===== src/rtl/player_pkg.sv =====
// Shared constants for the song player controller: default sizing and FSM state encodings.
package player_pkg;

  localparam int NUM_SONGS_DEF = 4;
  localparam int TICK_DIV_DEF  = 65536;

  localparam logic [2:0] ST_INIT         = 3'd0;
  localparam logic [2:0] ST_PAUSED       = 3'd1;
  localparam logic [2:0] ST_PLAYING      = 3'd2;
  localparam logic [2:0] ST_NEXT_PAUSED  = 3'd3;
  localparam logic [2:0] ST_NEXT_PLAYING = 3'd4;

  // States in which the song reader is held at its first note.
  function automatic logic holds_reader(input logic [2:0] st);
    return (st == ST_INIT) || (st == ST_NEXT_PAUSED) || (st == ST_NEXT_PLAYING);
  endfunction

endpackage


===== src/rtl/player_ctrl_one_pulse.sv =====
// Rising-edge detector: one-cycle pulse per 0->1 transition of a synchronous button level.
module one_pulse (
  input  logic clk,
  input  logic rst_n,
  input  logic btn_i,
  output logic pulse_o
);

  logic btn_q;
  logic btn_prev_q;

  // Two-stage history so the pulse comes from registers only.
  always_ff @(posedge clk or negedge rst_n) begin
    if (!rst_n) begin
      btn_q      <= 1'b0;
      btn_prev_q <= 1'b0;
    end else begin
      btn_q      <= btn_i;
      btn_prev_q <= btn_q;
    end
  end

  assign pulse_o = btn_q & ~btn_prev_q;

endmodule


===== src/rtl/player_ctrl.sv =====
// Song player controller: debounce tick generator plus play/pause/next FSM driving the note player.
module player_ctrl
  import player_pkg::*;
#(
  parameter int  NUM_SONGS = NUM_SONGS_DEF,
  parameter int  TICK_DIV  = TICK_DIV_DEF,
  localparam int SONG_W    = $clog2(NUM_SONGS)
) (
  input  logic              clk,
  input  logic              reset,
  input  logic              play_btn,
  input  logic              next_btn,
  input  logic              song_done,
  output logic              tick_en,
  output logic              play,
  output logic              player_reset,
  output logic [SONG_W-1:0] song
);

  localparam int                CNT_W    = (TICK_DIV > 1) ? $clog2(TICK_DIV) : 1;
  localparam logic [CNT_W-1:0]  CNT_MAX  = CNT_W'(TICK_DIV - 1);
  localparam logic [SONG_W-1:0] SONG_MAX = SONG_W'(NUM_SONGS - 1);

  logic [CNT_W-1:0]  cnt_q,   cnt_d;
  logic              tick_en_q;
  logic [2:0]        state_q, state_d;
  logic [SONG_W-1:0] song_q,  song_d;
  logic              play_q;
  logic              player_reset_q;
  logic              play_press;
  logic              next_press;

  one_pulse u_play_pulse (
    .clk     (clk),
    .rst_n   (reset),
    .btn_i   (play_btn),
    .pulse_o (play_press)
  );

  one_pulse u_next_pulse (
    .clk     (clk),
    .rst_n   (reset),
    .btn_i   (next_btn),
    .pulse_o (next_press)
  );

  always_comb begin
    if (cnt_q == CNT_MAX) begin
      cnt_d = '0;
    end else begin
      cnt_d = cnt_q + CNT_W'(1);
    end
  end

  // Priority next > song_done > play; losers are dropped, and NEXT_* ignores all events.
  always_comb begin
    state_d = state_q;
    case (state_q)
      ST_INIT:         state_d = ST_PAUSED;
      ST_PAUSED: begin
        if (next_press) begin
          state_d = ST_NEXT_PAUSED;
        end else if (play_press) begin
          state_d = ST_PLAYING;
        end else begin
          state_d = ST_PAUSED;
        end
      end
      ST_PLAYING: begin
        if (next_press || song_done) begin
          state_d = ST_NEXT_PLAYING;
        end else if (play_press) begin
          state_d = ST_PAUSED;
        end else begin
          state_d = ST_PLAYING;
        end
      end
      ST_NEXT_PAUSED:  state_d = ST_PAUSED;
      ST_NEXT_PLAYING: state_d = ST_PLAYING;
      default:         state_d = ST_INIT;
    endcase
  end

  always_comb begin
    if ((state_q == ST_NEXT_PAUSED) || (state_q == ST_NEXT_PLAYING)) begin
      song_d = (song_q >= SONG_MAX) ? '0 : song_q + SONG_W'(1);
    end else begin
      song_d = song_q;
    end
  end

  // Outputs are registered from next-state so no input reaches them combinationally.
  always_ff @(posedge clk or negedge reset) begin
    if (!reset) begin
      cnt_q          <= '0;
      tick_en_q      <= 1'b0;
      state_q        <= ST_INIT;
      song_q         <= '0;
      play_q         <= 1'b0;
      player_reset_q <= 1'b1;
    end else begin
      cnt_q          <= cnt_d;
      tick_en_q      <= (cnt_d == CNT_MAX);
      state_q        <= state_d;
      song_q         <= song_d;
      play_q         <= (state_d == ST_PLAYING);
      player_reset_q <= holds_reader(state_d);
    end
  end

  assign tick_en      = tick_en_q;
  assign play         = play_q;
  assign player_reset = player_reset_q;
  assign song         = song_q;

endmodule

===== config.mk =====
export PLATFORM = sky130hd
export DESIGN_NAME = player_ctrl
export DESIGN_NICKNAME = d
export VERILOG_FILES = /design/src/rtl/player_pkg.sv /design/src/rtl/player_ctrl_one_pulse.sv /design/src/rtl/player_ctrl.sv
export SDC_FILE = /design/constraint.sdc
export NUM_CORES = 1
export LEC_CHECK = 0
export BUFFER_PORTS_ARGS = -buffer_cell sky130_fd_sc_hd__buf_2
export CORE_ASPECT_RATIO = 1.4
export CORE_MARGIN = 4
export CORE_UTILIZATION = 30
export CTS_CLUSTER_DIAMETER = 150
export DETAILED_ROUTE_END_ITERATION = 8
export PLACE_DENSITY_LB_ADDON = 0.12
export SKIP_LAST_GASP = 1
export SLEW_MARGIN = 0
export SYNTH_ARGS = -nofsm -noshare
export SYNTH_HDL_FRONTEND = slang
export SYNTH_SLANG_ARGS = --single-unit

===== constraint.sdc =====
create_clock -name clk -period 5.64 [get_ports clk]
set_input_delay 0.282 -clock clk [delete_from_list [all_inputs] [get_ports clk]]
set_output_delay 0.282 -clock clk [all_outputs]
set_load 0.01 [all_outputs]

-- Word level (Yosys, flattened, before mapping)
Cells that the tools add are included.
- flip-flop bits (word level): 28
- output and inout bits: 5
- $add $sub $neg: 2
- $lt $le $gt $ge: 1
- equal/unequal tests: 9
- mux-type cells: 7
- bitwise operators: 4
- reduce and logical (&&, ||, !) cells: 7
- operators with widths (operator ; count):
    $eq 16x16->1 const B ; 2
    $add 16x1->16 const B ; 1
    $mux 16 ; 1
    $eq 3x2->1 const B ; 4
    $pmux 3 s4 ; 1
    $mux 2 ; 4
    $eq 3x3->1 const B ; 2
    $logic_not 3->1 ; 2
    $logic_or 1x1->1 ; 4
    $eq 3x1->1 const B ; 1
    $mux 3 ; 1
    $add 2x1->2 const B ; 1
    $and 1x1->1 ; 2
    $ge 2x2->1 const B ; 1
    $not 1->1 ; 2
    $reduce_or 2->1 ; 1

-- Depth between registers and ports, before layout
Gate-level depths: netlist (run 1).
- depth after elaboration: 8
- mapped depth: 7
- gate-level depth less buffers: 6

-- Modules after synthesis
A second synthesis (run 1) with hierarchy kept.
- cells, all modules: 131
- area, all modules: 1370.1 µm²
- modules (own cells, without submodules) (module ; times used ; cells each ; area each (µm²) ; sequential area each (µm²)):
    player_ctrl ; 1 ; 125 ; 1242.4 ; 601.8
    one_pulse ; 2 ; 3 ; 63.8 ; 50.0

-- Least setup slack after synthesis (run 1)
No wires, ideal clock.
- path type: register -> register
- start point: register cnt_q[0]
- end point: register tick_en_q (netlist: tick_en)
- library setup time: 96 ps
- arrival: 1727 ps
- required time: 5544 ps
- setup slack: 3818 ps
- stages on the path, launching flop included: 8
- path buffers: 1
- cells stage by stage: dfrtp_1 > ha_1 > nand4_2 > nor4_1 > and4_1 > buf_6 > or3b_1 > nor4_2
- longest elaborated chain between the ends: 3
- ends and longest elaborated chain (element ; RTL line ; RTL):
    start: declaration ; player_ctrl.sv:24 ; logic [CNT_W-1:0] cnt_q, cnt_d;
    start signal: assignment ; player_ctrl.sv:102 ; cnt_q <= cnt_d;
    $add 16x1->16 / $eq 16x16->1 (equally long branches) ; player_ctrl.sv:51, player_ctrl.sv:48 ;
    $mux 16 (*) ; player_ctrl.sv:48 ; if (cnt_q == CNT_MAX) begin
    $eq 16x16->1 (*) ; player_ctrl.sv:103 ; tick_en_q <= (cnt_d == CNT_MAX);
    end signal: assignment ; player_ctrl.sv:103 ;
    end: declaration ; player_ctrl.sv:25 ; logic tick_en_q;
Every way passes the cells marked *; elsewhere a longest branch is shown, timed or not.
A chain may end at the register's enable or synchronous reset.

-- Worst setup path after layout (run 1)
Same ends and word-level chain as after synthesis.

==> flow_metrics.py, run 1 <==
metrics = {
    "timing": {
        "max_freq_mhz": 490,
        "rsz0062_at_grt": "false",
        "fin_setup_tns_ns": 0,
        "min_period_ns": 2.04,
        "fin_skew_ns": 0.00688,
        "hold_viol": 0,
        "period_share": 0.362,
        "slew_viol_final": 0,
        "layout_setup_ws_ns": 3.60,
        "finalSetupViolations": 0,
        "relSlewSlack": 0.594,
        "tightestPinTransition_ns": 0.609,
    },
    "drt": {
        "wirelength_mm": 2.48,
        "vias_per_cell": 4.73,
        "wl_met1_mm": 1.15,
        "ant_nets": 0,
        "dr_wl_met2_mm": 1.25,
        "route.met3.wl_um": 57,
        "drc_errors": 0,
        "vias": 912,
        "highest_layer": "met4",
        "routedWlPerCell_um": 12.8,
        "dr.pass1.iters": 2,
        "drt_iter0_drc": 22,
    },
    "cells_and_area": {
        "syn_to_final_growth_pct": 11.1,
        "fin_nets": 141,
        "regMostFlops": "cnt_q",
        "largest_reg_flops": 16,
        "drive_gt1_frac": 0.143,
        "fill_cells": 469,
        "final_cell_area_sq_um": 1490,
        "ff_latch_area_sq_um": 702,
        "n_antenna_cell": 0,
        "multi_input_area_sq_um": 588,
    },
    "clocking": {
        "cts_tree": "yes",
        "clock_sinks": 28,
        "htreeDepth": 1,
        "clk_path_buf_depth": 2,
        "postCtsSetupBuffers": 0,
        "clock_tree.root_cell": "clkbuf_8",
        "cts_resized": 0,
        "cts-hold-fix-buffers": 0,
        "path_clk_slew_ns": 0.10,
        "cts_made_buffers": 3,
        "worstSkewPairLatency_ns": 0.27,
    },
    "run_status": {
        "status": "complete, no violations",
    },
    "yosys": {
        "seq_area_frac_synth": 0.524,
        "ys_seq_elements": 28,
        "yosys_warnings": 0,
        "synth_cells": 123,
        "synthesis.nets": 130,
        "yosysUniqueCellTypes": 34,
        "syn_area_sq_um": 1340,
        "avgSynthCellArea_sq_um": 10.9,
    },
    "global_route": {
        "grt_max_degree": 29,
        "antenna_found_initial": 0,
        "grt_usage": 0.0979,
        "grt_pass1_wl_mm": 4.27,
        "grt-ovfl-total": 0,
        "grt_pass1_vias": 953,
    },
    "floorplanning": {
        "fp.dieH_um": 87.0,
        "die_area_sq_um": 5610,
        "core-area_sq_um": 4270,
        "die_x_um": 64.5,
        "rows": 28,
        "initial_core_util": 0.313,
        "pin_count": 10,
    },
    "min_path": {
        "min_path_type": "in -> async",
    },
    "critical_path": {
        "arrival_ns": 2.19,
        "critPathMaxFanout": 10,
        "critPathRequiredTime_ns": 5.79,
        "critPathLaunchType": "flip-flop",
        "cp-end-kind": "flip-flop",
        "critical_path_class": "reg -> reg",
    },
    "placed_design": {
        "dp_hpwl_mm": 1.87,
        "io_buffer_count": 9,
        "dp_worst_setup_slack_ns": 3.61,
        "place_area_sq_um": 1430,
        "gp_congestion": 0.743,
    },
    "flow_run": {
        "maxCapViolations": 0,
    },
    "power": {
        "power_density_nw_per_um2": 297,
        "p_leak_nw": 0.629,
        "p_total_w": 0.000442,
        "ir_drop_mv": 0.0626,
    },
}
## logic make-up (layout without fill, tap and decap cells)
| kind of cell | after synthesis | after routing | synth area share |
|---|---|---|---|
| buf+inv | 9 | 19 | 0.0364 |
| fa+ha+maj | 2 | 2 | 0.0187 |
| compound gates | 11 | 11 | 0.0654 |
| mux | 1 | 1 | 0.00748 |
| xor+xnor | 15 | 15 | 0.0981 |
| simple gates | 57 | 57 | 0.250 |
| flops | 28 | 28 | 0.524 |
## per-stage QoR
stage / hold WS (ns) / instances / util
after CTS: 0.0295 / 193 / 0.348
after global routing: 0.0644 / 193 / 0.348
final: 0.0105 / 193 / 0.348
after detailed placement: 0.337 / 189 / 0.335
after floorplan: -0.0136 / 123 / -
after global placement: 0.335 / 189 / 0.335
## cell usage after synthesis
library cell,instances,share of area
xor2_1,5,0.033
nor2_1,16,0.045
o32a_1,1,0.0075
o31a_1,1,0.0065
nand4_2,1,0.0093
or3_1,1,0.0047
o41ai_1,1,0.0065
nand4b_1,1,0.0065
nor3_1,3,0.011
dfrtp_1,27,0.50
nand4_1,4,0.019
nor3b_1,2,0.011
a221oi_1,1,0.0065
nor4_1,3,0.014
nand2b_1,5,0.023
ha_1,2,0.019
xnor2_1,10,0.065
mux2i_1,1,0.0075
nand3_2,2,0.015
or3b_1,1,0.0065
clkbuf_1,1,0.0028
dfstp_2,1,0.020
a211oi_1,1,0.0056
and3_1,1,0.0047
nand3_1,4,0.015
nor4_2,2,0.019
nand2_1,5,0.014
and4_1,2,0.013
a22oi_1,2,0.011
inv_1,6,0.017
nor2b_1,4,0.019
buf_6,2,0.017
o22ai_1,1,0.0047
o31ai_1,3,0.017
## worst max-delay path, cell delays in order (launching register included)
cell and delay [ns]:
dfrtp_1 0.42, ha_1 0.26, nand4_2 0.17, nor4_1 0.35, and4_1 0.48, or3b_1 0.19, nor4_2 0.05
## area by class of cell
| class | instances | area share |
|---|---|---|
| inverters | 6 | 0.0151 |
| well taps | 60 | 0.0505 |
| clock buffers | 4 | 0.0370 |
| multi-input cells | 86 | 0.395 |
| flip-flops and latches | 28 | 0.472 |
| repair buffers | 9 | 0.0303 |
## metal layers
layer | vias up | global-route usage
li1 | 452 | -
met1 | 451 | 0.121
met2 | 7 | 0.164
met3 | 2 | 0.0181
met4 | 0 | 0.0462
met5 | - | 0
## cells in the final DEF (no fill, tap or decap), types with 2 or more instances in the layout
master	n
dfrtp_1	27
nor2_1	16
xnor2_1	10
buf_2	9
inv_1	6
nand2b_1	5
nand2_1	5
xor2_1	5
nor2b_1	4
nand4_1	4
nand3_1	4
clkbuf_8	4
nor3_1	3
o31ai_1	3
nor4_1	3
nor3b_1	2
nand3_2	2
and4_1	2
nor4_2	2
a22oi_1	2
ha_1	2
## path summary, 6_finish.rpt
kind,startpoint,end,slack (ns),cells after the start
max in group asynchronous,reset,state_q[0]$_DFF_PN0_,5.23,1
setup reg to reg,cnt_q[0]$_DFF_PN0_,tick_en$_DFF_PN0_,3.60,6
hold reg to reg,u_next_pulse.btn_q$_DFF_PN0_,u_next_pulse.btn_prev_q$_DFF_PN0_,0.38,0
min in group clk,play_btn,u_play_pulse.btn_q$_DFF_PN0_,0.11,1
hold / removal,reset,play$_DFF_PN0_,0.01,1
setup / recovery,cnt_q[0]$_DFF_PN0_,tick_en$_DFF_PN0_,3.60,6
## where the power goes
group / switching [W] / internal (W) / total [W]
Sequential: 0.0000192 / 0.000220 / 0.000239
Combinational: 0.0000411 / 0.0000383 / 0.0000794
Clock: 0.0000613 / 0.0000625 / 0.000124
No activity file was read; power rests on OpenSTA's default activity.
==> inputs of run 2 (changes only) <==
Clock period 5.64 ns to 2 ns, I/O delays scaled along.
==> run 2 against run 1 <==
- non-clock buffer count up 4
- critical path depth unchanged
- combinational power rose to 2.9 times the previous value
- worst hold slack better by 0.12 ns
- global-route usage about the same
- highest routed layer unchanged
==> flow_metrics.py, run 2 (synthesis gave the netlist of run 1 again) <==
metrics = {
    "run_status": {
        "status": "complete, no violations",
    },
    "clocking": {
        "cts_tree": "yes",
        "postCtsSetupBuffers": 0,
        "clock_sinks": 28,
        "path_clk_slew_ns": 0.10,
        "htreeDepth": 1,
        "worstSkewPairLatency_ns": 0.28,
        "cts_made_buffers": 3,
        "cts_resized": 0,
        "clock_tree.root_cell": "clkbuf_8",
        "clk_path_buf_depth": 2,
        "cts-hold-fix-buffers": 3,
    },
    "drt": {
        "routedWlPerCell_um": 12.0,
        "drc_errors": 0,
        "wirelength_mm": 2.37,
        "vias_per_cell": 4.61,
        "drt_iter0_drc": 22,
        "vias": 909,
        "dr.pass1.iters": 4,
        "ant_nets": 0,
    },
    "critical_path": {
        "critPathLaunchType": "flip-flop",
        "arrival_ns": 1.98,
        "critPathMaxFanout": 9,
        "critical-path-max-stage-delay_ns": 0.43,
        "critPathRequiredTime_ns": 2.17,
        "cp-end-kind": "flip-flop",
        "critical_path_class": "reg -> reg",
        "cp_cell_sequence": "ha_1 > nand4_2 > nor4_1 > and4_1 > buf_4 > nor2_1",
        "critPathSlowestCell": "dfrtp_1",
    },
    "cells_and_area": {
        "regMostFlops": "cnt_q",
        "fin_cells": 197,
        "mostFrequentLayoutCells": "dfrtp_1 (27), nor2_1 (16), xnor2_1 (10), buf_2 (9), inv_1 (6)",
        "largest_reg_flops": 16,
        "n_antenna_cell": 0,
        "layout_commonest_cell": "dfrtp_1",
        "fin_nets": 145,
        "syn_to_final_growth_pct": 15.1,
        "drive_gt1_frac": 0.146,
    },
    "power": {
        "p_sw_frac": 0.260,
        "pwr-share-clk": 0.334,
        "sequentialPowerShare": 0.498,
        "p_leak_nw": 0.654,
        "comb_power_share": 0.168,
        "power_density_nw_per_um2": 875,
        "ir_drop_mv": 0.276,
        "p_int_w": 0.000999,
        "switchingPower_w": 0.000350,
    },
    "global_route": {
        "grt-ovfl-total": 0,
        "grt_max_degree": 29,
        "grt_usage": 0.0984,
        "grt_pass1_wl_mm": 4.30,
        "grt_pass1_vias": 925,
        "antenna_found_initial": 0,
    },
    "floorplanning": {
        "initial_core_util": 0.313,
        "core-area_sq_um": 4270,
        "die_x_um": 64.5,
        "die_area_sq_um": 5610,
        "rows": 28,
        "pin_count": 10,
        "fp.dieH_um": 87.0,
    },
    "placed_design": {
        "dp_worst_setup_slack_ns": 0.191,
        "dp_cells": 190,
        "dp_hpwl_mm": 1.75,
        "gp_congestion": 0.702,
        "io_buffer_count": 9,
    },
    "timing": {
        "layout_setup_ws_ns": 0.187,
        "finalSetupViolations": 0,
        "tightestPinTransition_ns": 0.616,
        "slew_viol_final": 0,
        "period_share": 0.906,
        "rsz0062_at_grt": "false",
        "min_period_ns": 1.81,
        "fin_setup_tns_ns": 0,
        "relSlewSlack": 0.589,
        "hold_viol": 0,
        "max_freq_mhz": 552,
        "fin_hold_ws_ns": 0.134,
        "fin_skew_ns": 0.0135,
    },
    "min_path": {
        "min_path_type": "in -> reg",
    },
    "flow_run": {
        "maxCapViolations": 0,
    },
}
-- run 2: cell types whose count changed in the layout (fill, tap and decap cells not counted) --
| cell | previous run | this run |
|---|---|---|
| clkbuf_8 | 4 | 3 |
| bufinv_16 | 0 | 1 |
| buf_4 | 0 | 1 |
| dlygate4sd3_1 | 0 | 3 |
-- run 2: metrics by stage --
stage | power [W] | utilization | instance area [sq um]
finish | 0.00135 | 0.361 | 1540
CTS | 0.00137 | 0.361 | 1540
floorplan | 0.000835 | - | 1340
global route | 0.00142 | 0.361 | 1540
global placement | 0.000910 | 0.337 | 1440
detailed placement | 0.000912 | 0.337 | 1440
-- run 2: layout make-up --
| cell class | count | area, sq um |
|---|---|---|
| multi-input cells | 86 | 588 |
| flip-flops and latches | 28 | 702 |
| fillers | 471 | 2730 |
| clock inverters | 1 | 30.0 |
| well taps | 60 | 75.1 |
| inverters | 6 | 22.5 |
| repair buffers | 13 | 82.6 |
| clock buffers | 3 | 41.3 |
-- run 2: per-layer routing --
metal / GRT usage / wire (um) / share of wire / vias to the layer above
li1: - / - / - / 459
met1: 0.124 / 1110 / 0.47 / 435
met2: 0.163 / 1160 / 0.49 / 11
met3: 0.0168 / 61 / 0.026 / 4
met4: 0.0462 / 36 / 0.015 / 0
met5: 0 / 0 / 0 / -
-- run 2: critical path: cells and delay by family (launching register included) --
kind | cells | cell delay (ns)
flops | 1 | 0.43
fa+ha+maj | 1 | 0.26
buf+inv | 1 | 0.17
simple gates | 4 | 0.84
-- run 2: path summary, 6_finish.rpt --
| check | start | end | slack, ns | depth (start not counted) |
|---|---|---|---|---|
| max | cnt_q[0]$_DFF_PN0_ | cnt_q[7]$_DFF_PN0_ | 0.19 | 6 |
| max reg2reg | cnt_q[0]$_DFF_PN0_ | cnt_q[7]$_DFF_PN0_ | 0.19 | 6 |
| min reg2reg | u_next_pulse.btn_q$_DFF_PN0_ | u_next_pulse.btn_prev_q$_DFF_PN0_ | 0.38 | 0 |
| max in group asynchronous | reset | song[0]$_DFFE_PN0P_ | 1.23 | 2 |
| min in group asynchronous | reset | cnt_q[5]$_DFF_PN0_ | 0.36 | 2 |
| min | song_done | state_q[2]$_DFF_PN0_ | 0.13 | 3 |
-- run 2: power groups by stage --
stage	clock network, W	logic, W	registers [W]
floorplan	0	0.000152	0.000683
global placement	0	0.000226	0.000684
detailed placement	0	0.000228	0.000684
CTS	0.000465	0.000233	0.000673
global route	0.000483	0.000258	0.000681
finish	0.000451	0.000227	0.000671
==> inputs of run 3 (changes only) <==
Settings changed: CORE_UTILIZATION 30 to 42.
==> run 3 against run 2 <==
- die area decreased by 26%
- sequential cell count unchanged
- combinational power increased by 5%
- non-clock buffer count increased by 1
- via count increased by 6.4%
- global-route usage increased by 3.4 points
- worst hold slack improved by 0.0017 ns
- worst setup slack got worse by 0.014 ns
- register-to-register slack about the same
- final cell count decreased by 10%
- maximum frequency decreased by 0.77%
- count of clock-buffer cells in the layout increased by 1
- critical endpoint is now tick_en$_DFF_PN0_
- largest cell class unchanged
==> flow_metrics.py, run 3 (synthesis gave the netlist of run 1 again) <==
metrics = {
    "power": {
        "power_density_nw_per_um2": 831,
        "ir_drop_mv": 0.463,
        "p_leak_nw": 0.653,
    },
    "critical_path": {
        "r2r_cells": 6,
        "critPathMaxFanout": 6,
        "arrival_ns": 2.01,
        "critPathSlowestCell": "dfrtp_1",
        "crit_family": "simple AND/OR/NAND/NOR gates",
        "critical_path_class": "reg -> reg",
        "critPathLaunchType": "flip-flop",
        "critPathRequiredTime_ns": 2.19,
        "critical-path-max-stage-delay_ns": 0.44,
        "cp_cell_sequence": "ha_1 > nand4_2 > nor4_1 > and4_1 > or3b_1 > nor4_2",
        "cp_num_buf_inv": 0,
        "cp.depth": 6,
        "cp-end-kind": "flip-flop",
    },
    "cells_and_area": {
        "drive_gt1_frac": 0.152,
        "syn_to_final_growth_pct": 12.5,
        "final_cell_area_sq_um": 1510,
        "largest_reg_flops": 16,
        "fin_nets": 146,
        "n_antenna_cell": 0,
        "layout_commonest_cell": "dfrtp_1",
        "regMostFlops": "cnt_q",
        "mostFrequentLayoutCells": "dfrtp_1 (27), nor2_1 (16), xnor2_1 (10), buf_2 (9), inv_1 (6)",
    },
    "drt": {
        "drt_iter0_drc": 26,
        "wirelength_mm": 2.45,
        "vias": 967,
        "dr.pass1.iters": 4,
        "vias_per_cell": 5.46,
        "ant_nets": 0,
        "drc_errors": 0,
        "routedWlPerCell_um": 13.9,
    },
    "timing": {
        "fin_hold_ws_ns": 0.136,
        "fin_setup_tns_ns": 0,
        "fin_skew_ns": 0.00543,
        "relSlewSlack": 0.603,
        "rsz0062_at_grt": "false",
        "tightestPinTransition_ns": 0.596,
        "hold_viol": 0,
        "max_freq_mhz": 547,
        "min_period_ns": 1.83,
        "finalSetupViolations": 0,
        "slew_viol_final": 0,
        "period_share": 0.913,
    },
    "floorplanning": {
        "pin_count": 10,
        "die_x_um": 55.7,
        "fp.dieH_um": 74.8,
        "core-area_sq_um": 3090,
        "die_area_sq_um": 4170,
        "rows": 24,
        "initial_core_util": 0.433,
    },
    "flow_run": {
        "maxCapViolations": 0,
    },
    "placed_design": {
        "gp_congestion": 0.814,
        "io_buffer_count": 9,
        "dp_hpwl_mm": 1.86,
        "place_area_sq_um": 1420,
    },
    "global_route": {
        "antenna_found_initial": 0,
        "grt_pass1_wl_mm": 4.15,
        "grt_pass1_vias": 972,
        "grt-ovfl-total": 0,
        "grt_usage": 0.133,
        "grt_max_degree": 29,
    },
    "clocking": {
        "clock_tree.root_cell": "clkbuf_8",
        "clock_sinks": 28,
        "clk_path_buf_depth": 2,
        "cts_resized": 0,
        "path_clk_slew_ns": 0.08,
        "htreeDepth": 1,
        "cts_made_buffers": 3,
        "worstSkewPairLatency_ns": 0.27,
        "cts_tree": "yes",
    },
    "min_path": {
        "min_path_type": "in -> reg",
        "hold_path_depth": 3,
    },
    "run_status": {
        "status": "complete, no violations",
    },
}
[run 3: area by class of cell]
type / instances / area, sq um
Fill cell: 292 / 1590
Clock buffer: 4 / 55.1
Sequential cell: 28 / 702
Tap cell: 39 / 48.8
Timing Repair Buffer: 14 / 90.1
Inverter: 6 / 22.5
Multi-Input combinational cell: 86 / 588
[run 3: through the flow]
| stage | util | std cells | power (W) | setup WS [ns] |
|---|---|---|---|---|
| after global routing | 0.487 | 177 | 0.00133 | 0.0723 |
| after CTS | 0.487 | 177 | 0.00127 | 0.172 |
| final | 0.487 | 177 | 0.00125 | 0.173 |
| after detailed placement | 0.460 | 170 | 0.000923 | 0.195 |
| after global placement | 0.460 | 170 | 0.000901 | 0.234 |
| after floorplan | - | 123 | 0.000835 | 0.178 |
[run 3: worst register-to-register path, cell delays in order, from the launching register on]
cell and delay, ns:
dfrtp_1 0.44, ha_1 0.27, nand4_2 0.14, nor4_1 0.08, and4_1 0.23, or3b_1 0.38
nor4_2 0.20
[run 3: worst paths after layout]
kind,start,to,slack (ns)
setup reg to reg,cnt_q[0]$_DFF_PN0_,tick_en$_DFF_PN0_,0.17
max in group asynchronous,reset,song[1]$_DFFE_PN0P_,1.25
hold / removal,song_done,state_q[2]$_DFF_PN0_,0.14
min in group asynchronous,reset,cnt_q[3]$_DFF_PN0_,0.35
setup / recovery,cnt_q[0]$_DFF_PN0_,tick_en$_DFF_PN0_,0.17
hold reg to reg,u_next_pulse.btn_q$_DFF_PN0_,u_next_pulse.btn_prev_q$_DFF_PN0_,0.38
[run 3: layer usage]
metal	track usage	vias up	part of all wire
li1	-	470	-
met1	0.123	471	0.40
met2	0.259	17	0.52
met3	0.0172	9	0.029
met4	0.108	0	0.043
met5	0	-	0
[run 3: what timing repair did]
action	4_1_cts	5_1_grt
buffers inserted	0	0
hold buffers	3	0
hold endpoints to repair	29	0
[run 3: report_power, final]
part | switching, W | total [W] | internal (W) | leakage (nW)
clock | 0.000163 | 0.000339 | 0.000176 | 0.0288
combinational | 0.000127 | 0.000238 | 0.000111 | 0.269
sequential | 0.0000549 | 0.000675 | 0.000620 | 0.355
total | 0.000344 | 0.00125 | 0.000907 | 0.653
